## config.mk

```make
export PLATFORM = sky130hd
export DESIGN_NAME = axi_lite_arbiter
export DESIGN_NICKNAME = d
export VERILOG_FILES = /design/src/rtl/axi_lite_arbiter.sv
export SDC_FILE = /design/constraint.sdc
export NUM_CORES = 1
export LEC_CHECK = 0
export CELL_PAD_IN_SITES_DETAIL_PLACEMENT = 1
export CELL_PAD_IN_SITES_GLOBAL_PLACEMENT = 1
export CORE_AREA = 3 3 172 174
export CTS_CLUSTER_DIAMETER = 120
export DETAILED_ROUTE_END_ITERATION = 10
export DIE_AREA = 0 0 175 177
export GPL_TIMING_DRIVEN = 0
export PLACE_DENSITY_LB_ADDON = 0.2
export SLEW_MARGIN = 20
export SYNTH_ARGS = -nofsm -noshare
export SYNTH_HDL_FRONTEND = slang
export SYNTH_SLANG_ARGS = --single-unit
```

## constraint.sdc

```tcl
create_clock -name clk -period 2.5 [get_ports clk]
set_clock_uncertainty 0.05 [all_clocks]
set_input_delay 0.25 -clock clk [delete_from_list [all_inputs] [get_ports clk]]
set_output_delay 0.25 -clock clk [all_outputs]
set_load 0.03 [all_outputs]
```

## src/rtl/axi_lite_arbiter.sv

```systemverilog
// Two-master to one-slave AXI-Lite arbiter: one whole transaction (read or write)
// owns the slave at a time; round-robin or fixed master-0 priority.
module axi_lite_arbiter #(
  parameter bit FIXED_PRIO = 1'b0
) (
  input  logic        clk,
  input  logic        rstn,
  input  logic [31:0] m0_AWdata,
  input  logic [31:0] m0_ARdata,
  input  logic [31:0] m0_Wdata,
  input  logic        m0_AWvalid,
  input  logic        m0_ARvalid,
  input  logic        m0_Wvalid,
  input  logic        m0_Rready,
  input  logic        m0_Bready,
  input  logic [2:0]  m0_AWprot,
  input  logic [2:0]  m0_ARprot,
  input  logic [3:0]  m0_Wstrb,
  output logic        m0_AWready,
  output logic        m0_ARready,
  output logic        m0_Wready,
  output logic        m0_Rvalid,
  output logic        m0_Bvalid,
  output logic [31:0] m0_Rdata,
  input  logic [31:0] m1_AWdata,
  input  logic [31:0] m1_ARdata,
  input  logic [31:0] m1_Wdata,
  input  logic        m1_AWvalid,
  input  logic        m1_ARvalid,
  input  logic        m1_Wvalid,
  input  logic        m1_Rready,
  input  logic        m1_Bready,
  input  logic [2:0]  m1_AWprot,
  input  logic [2:0]  m1_ARprot,
  input  logic [3:0]  m1_Wstrb,
  output logic        m1_AWready,
  output logic        m1_ARready,
  output logic        m1_Wready,
  output logic        m1_Rvalid,
  output logic        m1_Bvalid,
  output logic [31:0] m1_Rdata,
  output logic [31:0] s_AWdata,
  output logic [31:0] s_ARdata,
  output logic [31:0] s_Wdata,
  output logic [2:0]  s_AWprot,
  output logic [2:0]  s_ARprot,
  output logic [3:0]  s_Wstrb,
  output logic        s_AWvalid,
  output logic        s_ARvalid,
  output logic        s_Wvalid,
  output logic        s_Rready,
  output logic        s_Bready,
  input  logic        s_AWready,
  input  logic        s_ARready,
  input  logic        s_Wready,
  input  logic        s_Rvalid,
  input  logic        s_Bvalid,
  input  logic [31:0] s_Rdata,
  output logic [1:0]  grant,
  output logic        busy
);

  typedef enum logic [1:0] {IDLE, RD, WR} state_t;

  typedef struct packed {
    logic [31:0] awdata;
    logic [2:0]  awprot;
    logic        awvalid;
    logic [31:0] wdata;
    logic [3:0]  wstrb;
    logic        wvalid;
    logic [31:0] ardata;
    logic [2:0]  arprot;
    logic        arvalid;
    logic        rready;
    logic        bready;
  } mreq_t;

  mreq_t [1:0] mreq;
  mreq_t       own;
  state_t      state_q;
  logic [1:0]  grant_q;
  logic        busy_q;
  logic        last_q;
  logic [1:0]  wr_req, any_req;
  logic        win, rd_act, wr_act;
  logic [1:0]  awrdy, arrdy, wrdy, rvld, bvld;
  logic [1:0][31:0] rdata;

  assign mreq[0] = '{awdata: m0_AWdata, awprot: m0_AWprot, awvalid: m0_AWvalid,
                     wdata: m0_Wdata, wstrb: m0_Wstrb, wvalid: m0_Wvalid,
                     ardata: m0_ARdata, arprot: m0_ARprot, arvalid: m0_ARvalid,
                     rready: m0_Rready, bready: m0_Bready};
  assign mreq[1] = '{awdata: m1_AWdata, awprot: m1_AWprot, awvalid: m1_AWvalid,
                     wdata: m1_Wdata, wstrb: m1_Wstrb, wvalid: m1_Wvalid,
                     ardata: m1_ARdata, arprot: m1_ARprot, arvalid: m1_ARvalid,
                     rready: m1_Rready, bready: m1_Bready};

  assign wr_req  = {m1_AWvalid | m1_Wvalid, m0_AWvalid | m0_Wvalid};
  assign any_req = wr_req | {m1_ARvalid, m0_ARvalid};

  // last_q holds the index of the master granted most recently
  always_comb begin
    win = 1'b0;
    if (&any_req) win = FIXED_PRIO ? 1'b0 : ~last_q;
    else          win = any_req[1];
  end

  always_ff @(posedge clk or negedge rstn) begin
    if (!rstn) begin
      state_q <= IDLE;
      grant_q <= 2'b00;
      busy_q  <= 1'b0;
      last_q  <= 1'b1;
    end else begin
      case (state_q)
        IDLE: if (|any_req) begin
          state_q <= wr_req[win] ? WR : RD;
          grant_q <= win ? 2'b10 : 2'b01;
          busy_q  <= 1'b1;
          last_q  <= win;
        end
        RD: if (s_Rvalid && s_Rready) begin
          state_q <= IDLE;
          grant_q <= 2'b00;
          busy_q  <= 1'b0;
        end
        WR: if (s_Bvalid && s_Bready) begin
          state_q <= IDLE;
          grant_q <= 2'b00;
          busy_q  <= 1'b0;
        end
        default: begin
          state_q <= IDLE;
          grant_q <= 2'b00;
          busy_q  <= 1'b0;
        end
      endcase
    end
  end

  assign grant  = grant_q;
  assign busy   = busy_q;
  assign rd_act = (state_q == RD);
  assign wr_act = (state_q == WR);
  assign own    = mreq[grant_q[1]];

  // Channels are opened per transaction type so a pending request of the other
  // type from the owner cannot slip through to the slave.
  assign s_ARdata  = rd_act ? own.ardata : '0;
  assign s_ARprot  = rd_act ? own.arprot : '0;
  assign s_ARvalid = rd_act & own.arvalid;
  assign s_Rready  = rd_act & own.rready;
  assign s_AWdata  = wr_act ? own.awdata : '0;
  assign s_AWprot  = wr_act ? own.awprot : '0;
  assign s_Wdata   = wr_act ? own.wdata  : '0;
  assign s_Wstrb   = wr_act ? own.wstrb  : '0;
  assign s_AWvalid = wr_act & own.awvalid;
  assign s_Wvalid  = wr_act & own.wvalid;
  assign s_Bready  = wr_act & own.bready;

  for (genvar n = 0; n < 2; n++) begin : g_rsp
    assign arrdy[n] = grant_q[n] & rd_act & s_ARready;
    assign rvld[n]  = grant_q[n] & rd_act & s_Rvalid;
    assign rdata[n] = (grant_q[n] & rd_act) ? s_Rdata : '0;
    assign awrdy[n] = grant_q[n] & wr_act & s_AWready;
    assign wrdy[n]  = grant_q[n] & wr_act & s_Wready;
    assign bvld[n]  = grant_q[n] & wr_act & s_Bvalid;
  end

  assign {m1_AWready, m0_AWready} = awrdy;
  assign {m1_ARready, m0_ARready} = arrdy;
  assign {m1_Wready,  m0_Wready}  = wrdy;
  assign {m1_Rvalid,  m0_Rvalid}  = rvld;
  assign {m1_Bvalid,  m0_Bvalid}  = bvld;
  assign m0_Rdata = rdata[0];
  assign m1_Rdata = rdata[1];

endmodule

```

# Word level (Yosys, flattened, before mapping)
# Index checks and enable logic that the tools add are counted.
# op_classes
magnitude_cmp,2
n_eq_ne,5
n_mux,25
n_bitwise,23
n_reduce_logical,7
# ops
operator,count
2-to-1 mux 111 bit,2
2-to-1 mux 32 bit,5
bitwise AND 1 bit,19
2-to-1 mux 2 bit,6
case mux 2 bit (3 select lines),2
2-to-1 mux 1 bit,6
2-to-1 mux 3 bit,2
"< comparator 1 x 2 -> 1 bit, second input constant",2
2-to-1 mux 4 bit,1
"!= test 2 x 1 -> 1 bit, second input constant",2
AND reduction 2 bit,2
case mux 1 bit (3 select lines),1
AND reduction 3 bit,1
"== test 2 x 1 -> 1 bit, second input constant",1
"== test 2 bit, second input constant",1
logical AND 1 bit,2
zero test 2 bit,1
"!= test 2 bit, second input constant",1
OR 1 bit,2
OR 2 bit,1
OR reduction 2 bit,1
inverter 1 bit,1
# word_totals
register_bits,6
input_bits,261
elab_cells,66

# Depth between registers and ports, before layout
# logic_depth
word_depth,9
ltp_mapped,5
mapped_depth_nobuf,4

# Least setup slack after synthesis
# OpenSTA, ideal clock, no wires.
# synth_path
path_type,reg2out
startpoint,reg grant_q[1] (netlist: grant[1])
endpoint,out s_ARdata[10]
t_arrival_ns,1.537
required_ns,2.200
path_slack_ns,0.663
stages_incl_launch_ff,6
path_buffers,3
cell_sequence,dfrtp_1 buf_4 buf_4 buf_4 mux2i_1 nor2_1
# synth_between
elab_chain_len,3
# synth_rtl
item,line,text
from (decl),82,logic [1:0] grant_q;
from (signal assigned),119,grant_q <= win ? 2'b10 : 2'b01;
2-to-1 mux 111 bit (implied by the code) (2 in series),146,assign own = mreq[grant_q[1]];
2-to-1 mux 32 bit,150,assign s_ARdata = rd_act ? own.ardata : '0;
to (decl),43,"output logic [31:0] s_ARdata,"
# No other way between the ends. The select of a mux whose other input is x is not followed.

# Worst setup path after layout
# layout_path
startpoint,reg state_q[0]
endpoint,out s_Wstrb[2]
# layout_between
elab_chain_len,2
# layout_rtl
item,line,text
from (decl),81,state_t state_q;
from (signal assigned),118,state_q <= wr_req[win] ? WR : RD;
== test 2 bit,145,assign wr_act = (state_q == WR);
2-to-1 mux 4 bit,157,assign s_Wstrb = wr_act ? own.wstrb : '0;
to (decl),47,"output logic [3:0] s_Wstrb,"
# No other way between the ends.

==> run metrics <==
status complete, no violations; die height 177 um; CP arrival 2100 ps; die width 175 um; nets 1,090; Slew @ Worst Pin 559 ps; Crit-path slowest cell clkdlybuf4s50_1; Final Wtd Congestion 0.761; vias 4,523; latest clock arrival within the worst-skew pair 230 ps; XOR/XNOR Fraction of Synth Area 0; Top Metal Used met4; Area growth, synth to finish 201%; Layout fillers 3,386; synth unique cells 26; crit-path cells nand2b_1 -> buf_2 -> buf_2 -> nor2_1 -> clkdlybuf4s50_1; first-pass GRT wire length 31,400 um; VDD IR-drop max ~350 uV; antenna violations before repair 0; Sequential cell area 151 um^2; fin crit period 2400 ps; Worst Setup Start Kind flip-flop; Port Buffers 448; mux cell area share after synthesis 0.434; total power draw ~5.7 mW; Worst slew margin 0.625; H-tree depth 1; Final setup viols 0; vias in the first global route 4,941; Final Max Tran Viols 0; Syn. warnings 0; period utilization 0.961; # diodes 0; Mapped Cells 377; Wirelength per Cell 18.4 um; fmax 416 MHz; row count 61; CTS buffer count 3; Worst Path Buf+Inv 3; clock root cell clkbuf_16; total track usage 0.130; share of cells above drive strength 1 0.0519; via/cell ratio 3.75; maximum fanout along the worst path 10; clk sinks 6; Compound-Gate Fraction of Synth Area 0.0377; Seq cells post-synth 6; routed length on met3 about 1500 um; DRC Markers 0; footprint of the multi-input gates 2180 um^2; Crit path required time 2200 ps; Hold Violations, Final 0; largest family of logic cells by synthesized area multiplexers; largest net degree at the start of global routing 20; clock slew at reported path FFs 40 ps; post-cts hold buffer count 0; post-route ant nets 0; Die ar. 31,000 um^2; 1st-iter DRT viols between 100 and 150; grt total ovfl 0; setup repair bufs after CTS 0; DRT met1 WL 8770 um; sequential share of the synthesized area 0.0592; power per cell area 743 nW/um^2; Critical Path End Type primary output; Syn Nets ~640; mapped cell area approximately 2600 um^2; area of the core 27,900 um^2; Initial Util 0.0916; CTS max path bufs 2; fin area 7710 um^2; max-cap violation count 0; Post-DP HPWL 19,200 um; Largest stage delay, worst path about 700 ps; WL final 22,200 um; RSZ-0062 raised after global routing no; most used cell along the critical path buf_2; Top-Level Pins around 450; dpl cell area about 7500 um^2; metal2 WL roughly 12,000 um; worst min-delay path category input pin to async pin; Worst path top cell family by delay buffers and inverters; Synth Area in Adders 0; P_leak 4.35 nW; CP Class flip-flop to primary output; post-synthesis average cell area 6.78 um^2; CTS tree yes; Synth Area in Simple Gates 0.379; First-pass DRT Iterations 4
-- cells by family (layout without fill, tap and decap cells) --
logic type / after synthesis / after routing
mux: 111 / 111
simple gates: 201 / 201
flops: 6 / 6
buf+inv: 44 / 495
compound gates: 15 / 15
-- layout by cell type (no fill, tap or decap) --
cell and instances:
nand2_1 3, clkdlybuf4s50_1 339, o31a_1 1, dlymetal6s2s_1 65, clkbuf_1 4, dfrtp_1 5
nand2b_1 2, mux2i_1 111, inv_1 4, o211ai_1 1, buf_4 14, a21oi_1 4
and2b_1 1, buf_2 11, clkbuf_2 12, o21bai_1 1, dlygate4sd2_1 43, or3_1 1
o21a_1 2, and3_1 74, dfstp_2 1, a21o_1 1, o21ai_0 3, o31ai_1 2
clkbuf_16 3, nor2_1 114, nand3_1 2, or2_2 1, nor2b_4 1, nor3_1 2
-- routing by layer --
metal,vias up,GRT usage
met5,-,0
met4,0,0.0146
met3,13,0.0307
met2,224,0.252
met1,2079,0.149
li1,2207,-
-- metrics by stage --
| step | setup slack [ps] | utilization | hold slack (ps) | setup TNS, ps | std cells |
|---|---|---|---|---|---|
| 6_report | 96.5 | 0.276 | 224 | 0 | 1206 |
| 5_1_grt | 1.72 | 0.276 | 238 | 0 | 1206 |
| 4_1_cts | -2.48 | 0.270 | 234 | -2.48 | 1206 |
| 3_5_place_dp | -15.8 | 0.269 | 446 | -15.8 | 1203 |
| 3_3_place_gp | -18.9 | 0.269 | 452 | -18.9 | 1203 |
| 2_1_floorplan | 663 | - | -95.6 | 0 | 377 |
-- final timing paths --
kind | cells after the start | to | from | slack [ps]
max | 5 | s_Wstrb[2] | state_q[0] | 100
min | 1 | grant[1] | rstn | 220
max reg2reg | 5 | grant[0] | state_q[0] | 1050
min reg2reg | 2 | busy | busy | 460
max in group asynchronous | 1 | last_q | rstn | 1900
min in group clk | 2 | busy | busy | 460
-- cells in the mapped netlist, drive strengths merged --
cell type / n / area [um^2]
o31a: 1 / 8.76
a21o: 1 / 7.51
or3: 1 / 6.26
mux2i: 111 / 1110
and3: 74 / 463
clkbuf: 15 / 57.6
nand2: 3 / 11.3
dfrtp: 5 / 125
a21oi: 4 / 20.0
nor2b: 1 / 13.8
nand3: 2 / 10.0
o21bai: 1 / 7.51
o211ai: 1 / 7.51
and2b: 1 / 7.51
nor3: 2 / 10.0
buf: 25 / 158
nand2b: 2 / 12.5
dfstp: 1 / 26.3
nor2: 114 / 428
or2: 1 / 6.26
o21ai: 3 / 15.0
o31ai: 2 / 15.0
o21a: 2 / 15.0
inv: 4 / 15.0
-- power by group --
part / switching, mW / internal [mW] / total (mW) / leakage, nW
logic: 3.15 / 2.10 / 5.25 / 4.24
registers: 0.0525 / 0.148 / 0.201 / 0.0717
clock network: 0.0619 / 0.212 / 0.274 / 0.0382
total: 3.27 / 2.46 / 5.73 / 4.35
-- cell type report --
class,count,area share
Timing Repair Buffer,448,0.595
Buffer,39,0.0294
Multi-Input combinational cell,327,0.282
Tap cell,378,0.0614
Clock buffer,4,0.0102
Sequential cell,6,0.0196
Inverter,4,0.00195
-- flip-flops by register name (all words and copies together) (netlist names) --
register and count:
grant 2, state_q 2, last_q 1, busy 1
-- repair_timing --
action,in CTS,in global routing
pin swaps,0,0
gates resized for setup,49,79
endpoints found under the setup margin,76,95
endpoints found under the hold margin,0,0
Power figures use the tool's default switching activity.
